`src/rtl/seq_mult_pkg.sv`:
```
// Shared definitions for the sequential shift-add multiplier: FSM encoding and
// the counter width helper.
package seq_mult_pkg;

  typedef enum logic [1:0] {
    S_IDLE = 2'd0,
    S_RUN  = 2'd1,
    S_DONE = 2'd2
  } state_e;

  // Iteration counter width; never below one bit.
  function automatic int unsigned cnt_width(input int unsigned n);
    return (n < 2) ? 1 : $clog2(n);
  endfunction

endpackage

```
`src/rtl/addern.sv`:
```
// n-bit adder with carry-in and carry-out.
module addern #(
  parameter int unsigned n = 8
) (
  input  logic         carryin,
  input  logic [n-1:0] x,
  input  logic [n-1:0] y,
  output logic [n-1:0] s,
  output logic         c
);

  assign {c, s} = {1'b0, x} + {1'b0, y} + {{n{1'b0}}, carryin};

endmodule

```
`src/rtl/multi_and.sv`:
```
// Partial-product row: every bit of a ANDed with the single bit b.
module multi_and #(
  parameter int unsigned n = 8
) (
  input  logic [n-1:0] a,
  input  logic         b,
  output logic [n-1:0] y
);

  assign y = a & {n{b}};

endmodule

```
`src/rtl/seq_mult_shift_add_step.sv`:
```
// One shift-add iteration: add M to A when Q[0] is set, then shift {c, s, Q}
// right by one.
module shift_add_step #(
  parameter int unsigned N = 8
) (
  input  logic [N-1:0] a,
  input  logic [N-1:0] q,
  input  logic [N-1:0] m,
  output logic [N-1:0] a_next,
  output logic [N-1:0] q_next
);

  logic [N-1:0] pp;
  logic [N-1:0] sum;
  logic         cout;

  multi_and #(
    .n (N)
  ) u_row (
    .a (m),
    .b (q[0]),
    .y (pp)
  );

  addern #(
    .n (N)
  ) u_add (
    .carryin (1'b0),
    .x       (a),
    .y       (pp),
    .s       (sum),
    .c       (cout)
  );

  // The carry-out becomes A's new MSB, so the product never overflows.
  assign {a_next, q_next} = {cout, sum, q[N-1:1]};

endmodule

```
`src/rtl/seq_mult_ctrl.sv`:
```
// Sequential shift-add multiplier controller: N iterations of one shared
// AND-row and adder produce a 2N-bit product with a start/done handshake.
module seq_mult_ctrl
  import seq_mult_pkg::*;
#(
  parameter int unsigned N = 8
) (
  input  logic           clk,
  input  logic           reset,
  input  logic           start,
  input  logic [N-1:0]   X,
  input  logic [N-1:0]   Y,
  output logic           busy,
  output logic           done,
  output logic [2*N-1:0] P
);

  localparam int unsigned CntW = cnt_width(N);
  localparam logic [CntW-1:0] CntLast = CntW'(N - 1);

  state_e        state;
  logic [N-1:0]  a_q, q_q, m_q;
  logic [N-1:0]  a_next, q_next;
  logic [CntW-1:0] cnt;

  shift_add_step #(
    .N (N)
  ) u_step (
    .a      (a_q),
    .q      (q_q),
    .m      (m_q),
    .a_next (a_next),
    .q_next (q_next)
  );

  always_ff @(posedge clk or posedge reset) begin
    if (reset) begin
      state <= S_IDLE;
      a_q   <= '0;
      q_q   <= '0;
      m_q   <= '0;
      cnt   <= '0;
      busy  <= 1'b0;
      done  <= 1'b0;
      P     <= '0;
    end else begin
      unique case (state)
        S_IDLE, S_DONE: begin
          done <= 1'b0;
          // DONE accepts start too, giving back-to-back operation.
          if (start) begin
            m_q   <= X;
            q_q   <= Y;
            a_q   <= '0;
            cnt   <= '0;
            busy  <= 1'b1;
            state <= S_RUN;
          end else begin
            busy  <= 1'b0;
            state <= S_IDLE;
          end
        end
        S_RUN: begin
          a_q <= a_next;
          q_q <= q_next;
          cnt <= cnt + 1'b1;
          if (cnt == CntLast) begin
            P     <= {a_next, q_next};
            done  <= 1'b1;
            busy  <= 1'b0;
            state <= S_DONE;
          end
        end
        default: begin
          busy  <= 1'b0;
          done  <= 1'b0;
          state <= S_IDLE;
        end
      endcase
    end
  end

endmodule

```
`config.mk`:
```
export PLATFORM = sky130hd
export DESIGN_NAME = seq_mult_ctrl
export DESIGN_NICKNAME = d
export VERILOG_FILES = /design/src/rtl/seq_mult_pkg.sv /design/src/rtl/addern.sv /design/src/rtl/multi_and.sv /design/src/rtl/seq_mult_shift_add_step.sv /design/src/rtl/seq_mult_ctrl.sv
export SDC_FILE = /design/constraint.sdc
export NUM_CORES = 1
export LEC_CHECK = 0
export CELL_PAD_IN_SITES_DETAIL_PLACEMENT = 0
export CELL_PAD_IN_SITES_GLOBAL_PLACEMENT = 1
export CORE_UTILIZATION = 36
export DETAILED_ROUTE_END_ITERATION = 7
export PLACE_DENSITY_LB_ADDON = 0.1
export RECOVER_POWER = 25
export SETUP_SLACK_MARGIN = 0.5
export SLEW_MARGIN = 15
export SYNTH_ARGS = -nofsm -noshare
export SYNTH_HDL_FRONTEND = slang
export SYNTH_SLANG_ARGS = --single-unit
export TNS_END_PERCENT = 50
```
`constraint.sdc`:
```
create_clock -name clk -period 2.19 [get_ports clk]
set_clock_uncertainty 0.1 [all_clocks]
set_input_delay 0.5475 -clock clk [delete_from_list [all_inputs] [get_ports clk]]
set_output_delay 0.5475 -clock clk [all_outputs]
set_load 0.1 [all_outputs]
```
# After elaboration in Yosys (flattened, before gate mapping)
# Cells that the tools add are included.
# totals
elab_cells	36
regBits	47
inputBits	19
output_inout_bits	18
# op_classes
addsub	2
muxes	14
n_bitwise	1
n_eq_ne	5
n_reduce_logical	6
# ops
op	n
$pmux 8 s2	2
$mux 8	2
$add 8x8->9	1
$and 8x8->8	1
$pmux 3 s2	1
$reduce_and 2->1	3
$mux 1	5
$ne 2x2->1 const B	2
$pmux 2 s2	1
$add 3x1->3 const B	1
$eq 3x3->1 const B	1
$mux 3	1
$eq 2x1->1 const B	1
$eq 2x2->1 const B	1
$logic_not 2->1	1
$mux 2	1
$pmux 1 s2	1
$reduce_bool 2->1	1
$reduce_or 2->1	1

# Depth between registers and ports, before layout
# logic_depth
ltp_word	4
ltp_mapped	8
depth_no_buf	8

# By module
# A second synthesis with hierarchy kept.
# unflattened
hier_cells	213
hier_area_um2	2404.8
# modules_own_cells
mod	area_per_inst_um2	n_inst	cells_each
seq_mult_ctrl	1959.4	1	156
addern	331.6	1	40
shift_add_step	63.8	1	9
multi_and	50.0	1	8

# Least setup slack after synthesis
# No wires, ideal clock.
# synth_path
path_kind	flip-flop to flip-flop
start	register q_q[0]
end	register a_q[7]
stages_incl_launch_ff	9
arrival_ns	1.977
setup_ns	0.134
required_time_ns	1.956
n_path_buf	0
path_slack_ns	-0.021
cell_sequence	dfrtp_1 -> and2_1 -> ha_1 -> fa_1 -> a21o_2 -> a21oi_1 -> o21ai_0 -> a31oi_1 -> o21ai_0
# synth_between
elab_chain_len	3
# synth_rtl
item	line_no	text
start: declaration	seq_mult_ctrl.sv:22	logic [N-1:0] a_q, q_q, m_q;
start signal: assignment	seq_mult_ctrl.sv:65	q_q <= q_next;
$and 8x8->8	multi_and.sv:10	assign y = a & {n{b}};
$add 8x8->9	addern.sv:12	assign {c, s} = {1'b0, x} + {1'b0, y} + {{n{1'b0}}, carryin};
$pmux 8 s2	seq_mult_ctrl.sv:47	unique case (state)
end signal: assignment	seq_mult_ctrl.sv:64	a_q <= a_next;
end: declaration	seq_mult_ctrl.sv:22	
# No other way between the ends.
# A chain may end at the register's enable or synchronous reset.

# Worst setup path in the final report
# layout_path
start	register q_q[0]
end	register P[15]
# layout_between
elab_chain_len	2
# layout_rtl
item	line_no	text
$and 8x8->8	multi_and.sv:10	
$add 8x8->9	addern.sv:12	
end signal: assignment	seq_mult_ctrl.sv:68	P <= {a_next, q_next};
end: declaration	seq_mult_ctrl.sv:15	output logic [2*N-1:0] P
# No other way between the ends.

==> summary by stage <==
Status
The flow ran to the end, and the final reports show no timing, DRC or antenna violations.

Worst setup path
The signal on the critical path passes through and2_4 -> ha_4 -> fa_2 -> a21o_2 -> a21oi_4 -> o21ai_4 -> a31oi_2 -> o21ai_1. The category of the most critical setup path is reg -> reg. The highest net fanout along the worst path is 6. The largest single stage delay on the critical path is 440 ps.

The critical path crosses 8 cells after its start point. The number of buffers and inverters on the critical path is 0. The master of the slowest instance on the critical path is sky130_fd_sc_hd__dfrtp_2. Grouping stages by cell kind, the critical path spends the most delay in compound AO/OA/AOI/OAI gates.

The arrival time at the worst endpoint is 2120 ps. The capturing element type of the critical path is a flip-flop. For the worst flop-to-flop path, the logic depth is 8. The required time at the endpoint of the critical path is between 2000 and 2500 ps. The worst setup path is launched from a flip-flop.

Timing
Setup violations remaining at the end of the flow were counted as 0. The total negative slack is 0 ps. In the finished design, the share of the clock period the worst path needs comes to 93.5%.

The number of max-slew violations in the final report was 0. Setup repair after global routing could not meet its margin everywhere. For the pin with the worst max-slew slack, the measured transition is approximately 1100 ps.

The worst-case headroom to the max-slew limit is 27.6%. The maximum clock frequency is 0.489 GHz. For the finished layout, the period the worst path requires is 2050 ps.

The final number of hold-violating endpoints came to 0.

Drt
The detailed-routing iteration count for the pre-antenna-repair pass is 4. The detail route stage leaves a number of antenna-violating nets equal to 0. The wire length per cell after detailed routing is 15.0 um. The final layout contains routed wiring with a total length of 4620 um. The total DRC errors in the routed layout is 0. The detailed router placed 1486 vias in this run. The DRC marker count from the first detailed-route iteration is 63. Dividing the detail-routed via count by the number of cells gives about 4.8.

Yosys
The synthesized instance count is 192. The share of the Yosys chip area taken by registers is 55.6%. Synthesis produced a netlist with a net count of between 200 and 250.

The synthesized area divided by synthesized cell count is between 10 and 15 um2. During synthesis, Yosys emitted a total of 0 warnings. The number of different library cells in the post-synthesis netlist is 29.

Summing every instance area after synthesis gives 2030 um2. After synthesis the netlist holds a flip-flop and latch count of between 40 and 50.

Worst hold path
The number of cells traversed by the worst hold path is 2. The tightest min-delay check is of the reg -> reg type.

Final layout
The total of fill cells in the finished design is 486. The number of antenna diodes is 0. The layout overhead on the synthesized area is 38.7%. The post-route netlist has 29.8% of its cells at a drive strength greater than 1. The final net count is 267. Registers take 1130 um2.

Summing all multi-input logic gate instances after layout gives slightly above 1000 um2.

Floorplanning
For this design the top-level I/O count stands at 37. The initialized floorplan defines 26 standard-cell rows. The die is 77.0 um wide. The die covers slightly below 6000 um2. The placeable core region is 5270 um2. The die is 77.0 um tall. The effective utilization at floorplan is 38.4%.

Clock network
The clock transition at the registers of the reported paths is 80 ps. The maximum clock insertion buffer count is 2. The sink count of the clock tree is 45.

In this run, CTS created clock tree buffers numbering 5. Clock latency on the worst-skew pair, taken at its later pin, is 300 ps. TritonCTS built the clock tree. The cell at the root of the clock tree is sky130_fd_sc_hd__clkbuf_8. The H-tree generated during clock tree synthesis spans 2 levels.

Placement
During placement, the flow inserted port buffers numbering 36. The sum of net half-perimeters after detailed placement is between 3000 and 4000 um. Routability-driven placement finished with a final weighted congestion of 0.854.

Flow run
Max-cap violations in this run came to 0.

Global routing
Entering global routing, the biggest net connects 46 pins. The number of antenna violations at the first check in global routing is 0. Global routing finished with a remaining overflow of 0.

The first global-routing pass estimated roughly 7700 um of wire. The number of global-route vias before repair is 1532. The total routing usage reported by global routing is 16.8%.
[state kept, by name, summed over array words and instances, names as in the netlist]
name and count:
m_q 8, cnt 3, P 16, a_q 8, state 1, q_q 8
done 1
[through the flow]
step | instance area [um2] | setup WS (ps) | hold slack [ps] | util [%] | cells
3_5_place_dp | 2570 | 17.6 | 365 | 48.8 | 296
4_1_cts | 2770 | 171 | 387 | 52.5 | 308
6_report | 2810 | 143 | 379 | 53.3 | 308
5_1_grt | 2810 | 74.2 | 410 | 53.3 | 308
3_3_place_gp | 2570 | 81.0 | 360 | 48.8 | 296
2_1_floorplan | 2080 | 189 | 337 | - | 192
[worst reg2reg max path: stages (launching register included)]
cell and delay [ps]:
sky130_fd_sc_hd__dfrtp_2 440, sky130_fd_sc_hd__and2_4 180, sky130_fd_sc_hd__ha_4 160, sky130_fd_sc_hd__fa_2 330
sky130_fd_sc_hd__a21o_2 210, sky130_fd_sc_hd__a21oi_4 160, sky130_fd_sc_hd__o21ai_4 90, sky130_fd_sc_hd__a31oi_2 190
sky130_fd_sc_hd__o21ai_1 80
[cell usage in the layout (no fill, tap or decap), drive strengths merged]
master,instances
mux2,10
a22o,4
o21ai,16
a211oi,1
xor2,2
nor2b,1
fa,1
inv,2
nand2,43
nand2b,2
ha,10
clkdlybuf4s50,18
o22ai,6
xnor2,4
a31oi,4
a21o,4
nor2,15
o211ai,1
clkbuf,7
dfrtp,45
and2b,1
clkinv,2
and2,8
buf,26
a21oi,4
nand3,1
[synthesized netlist by cell type, drive strengths merged]
library cell  count  area (um2)
nor2b             1        6.26
fa                1        20.0
clkbuf            4        15.0
a31oi             4        25.0
a211oi            1        12.5
and2b             1        7.51
a21oi             4        20.0
nand3             1        5.00
and2              8        50.1
nand2b            2        12.5
xor2              2        17.5
nor2             15        56.3
buf               3        13.8
o21ai            16        80.1
xnor2             4        35.0
o211ai            1        7.51
mux2             10         116
a21o              4        31.3
inv               2        7.51
nand2            43         161
o22ai             6        37.5
a22o              4        36.3
ha               10         125
dfrtp            45        1130
[final cells by class]
type,instances,share of cell area [%]
tap,70,3.12
timing repair buffer,45,16.2
clock buffer,6,2.94
clock inverter,2,0.490
inverter,2,0.267
multi-input combinational,138,36.6
sequential,45,40.4
[layer usage]
metal | GRT usage (%) | up-vias | routed length, um
li1 | - | 736 | -
met1 | 22.3 | 716 | 2180
met3 | 3.81 | 5 | 163
met2 | 27.1 | 29 | 2220
met5 | 0 | - | 0
met4 | 5.66 | 0 | 57
[kinds of logic after synthesis]
kind of cell | synth area share [%]
buffers and inverters | 1.79
flip-flops | 55.6
multiplexers | 5.74
AO/OA/AOI/OAI | 12.4
XOR/XNOR | 2.59
AND/OR/NAND/NOR | 14.8
adder cells (fa/ha/maj) | 7.16
[repair_timing]
item | 4_1_cts | 5_1_grt
resized for setup | 15 | 8
setup buffers | 4 | 0
pin swaps | 6 | 3
endpoints found under the setup margin | 27 | 30
hold buffers | 0 | 0
[final timing paths]
path	start	end	slack, ps
worst max-delay path	q_q[0]	P[15]	140
worst min-delay path	m_q[3]	m_q[3]	380
worst max register to register	q_q[0]	P[15]	140
worst min register to register	m_q[3]	m_q[3]	380
max in group asynchronous	reset	done	410
min in group asynchronous	reset	q_q[3]	800
Power is not shown: default switching activity piles up to over one toggle a cycle in this logic, so the estimate is an artifact.
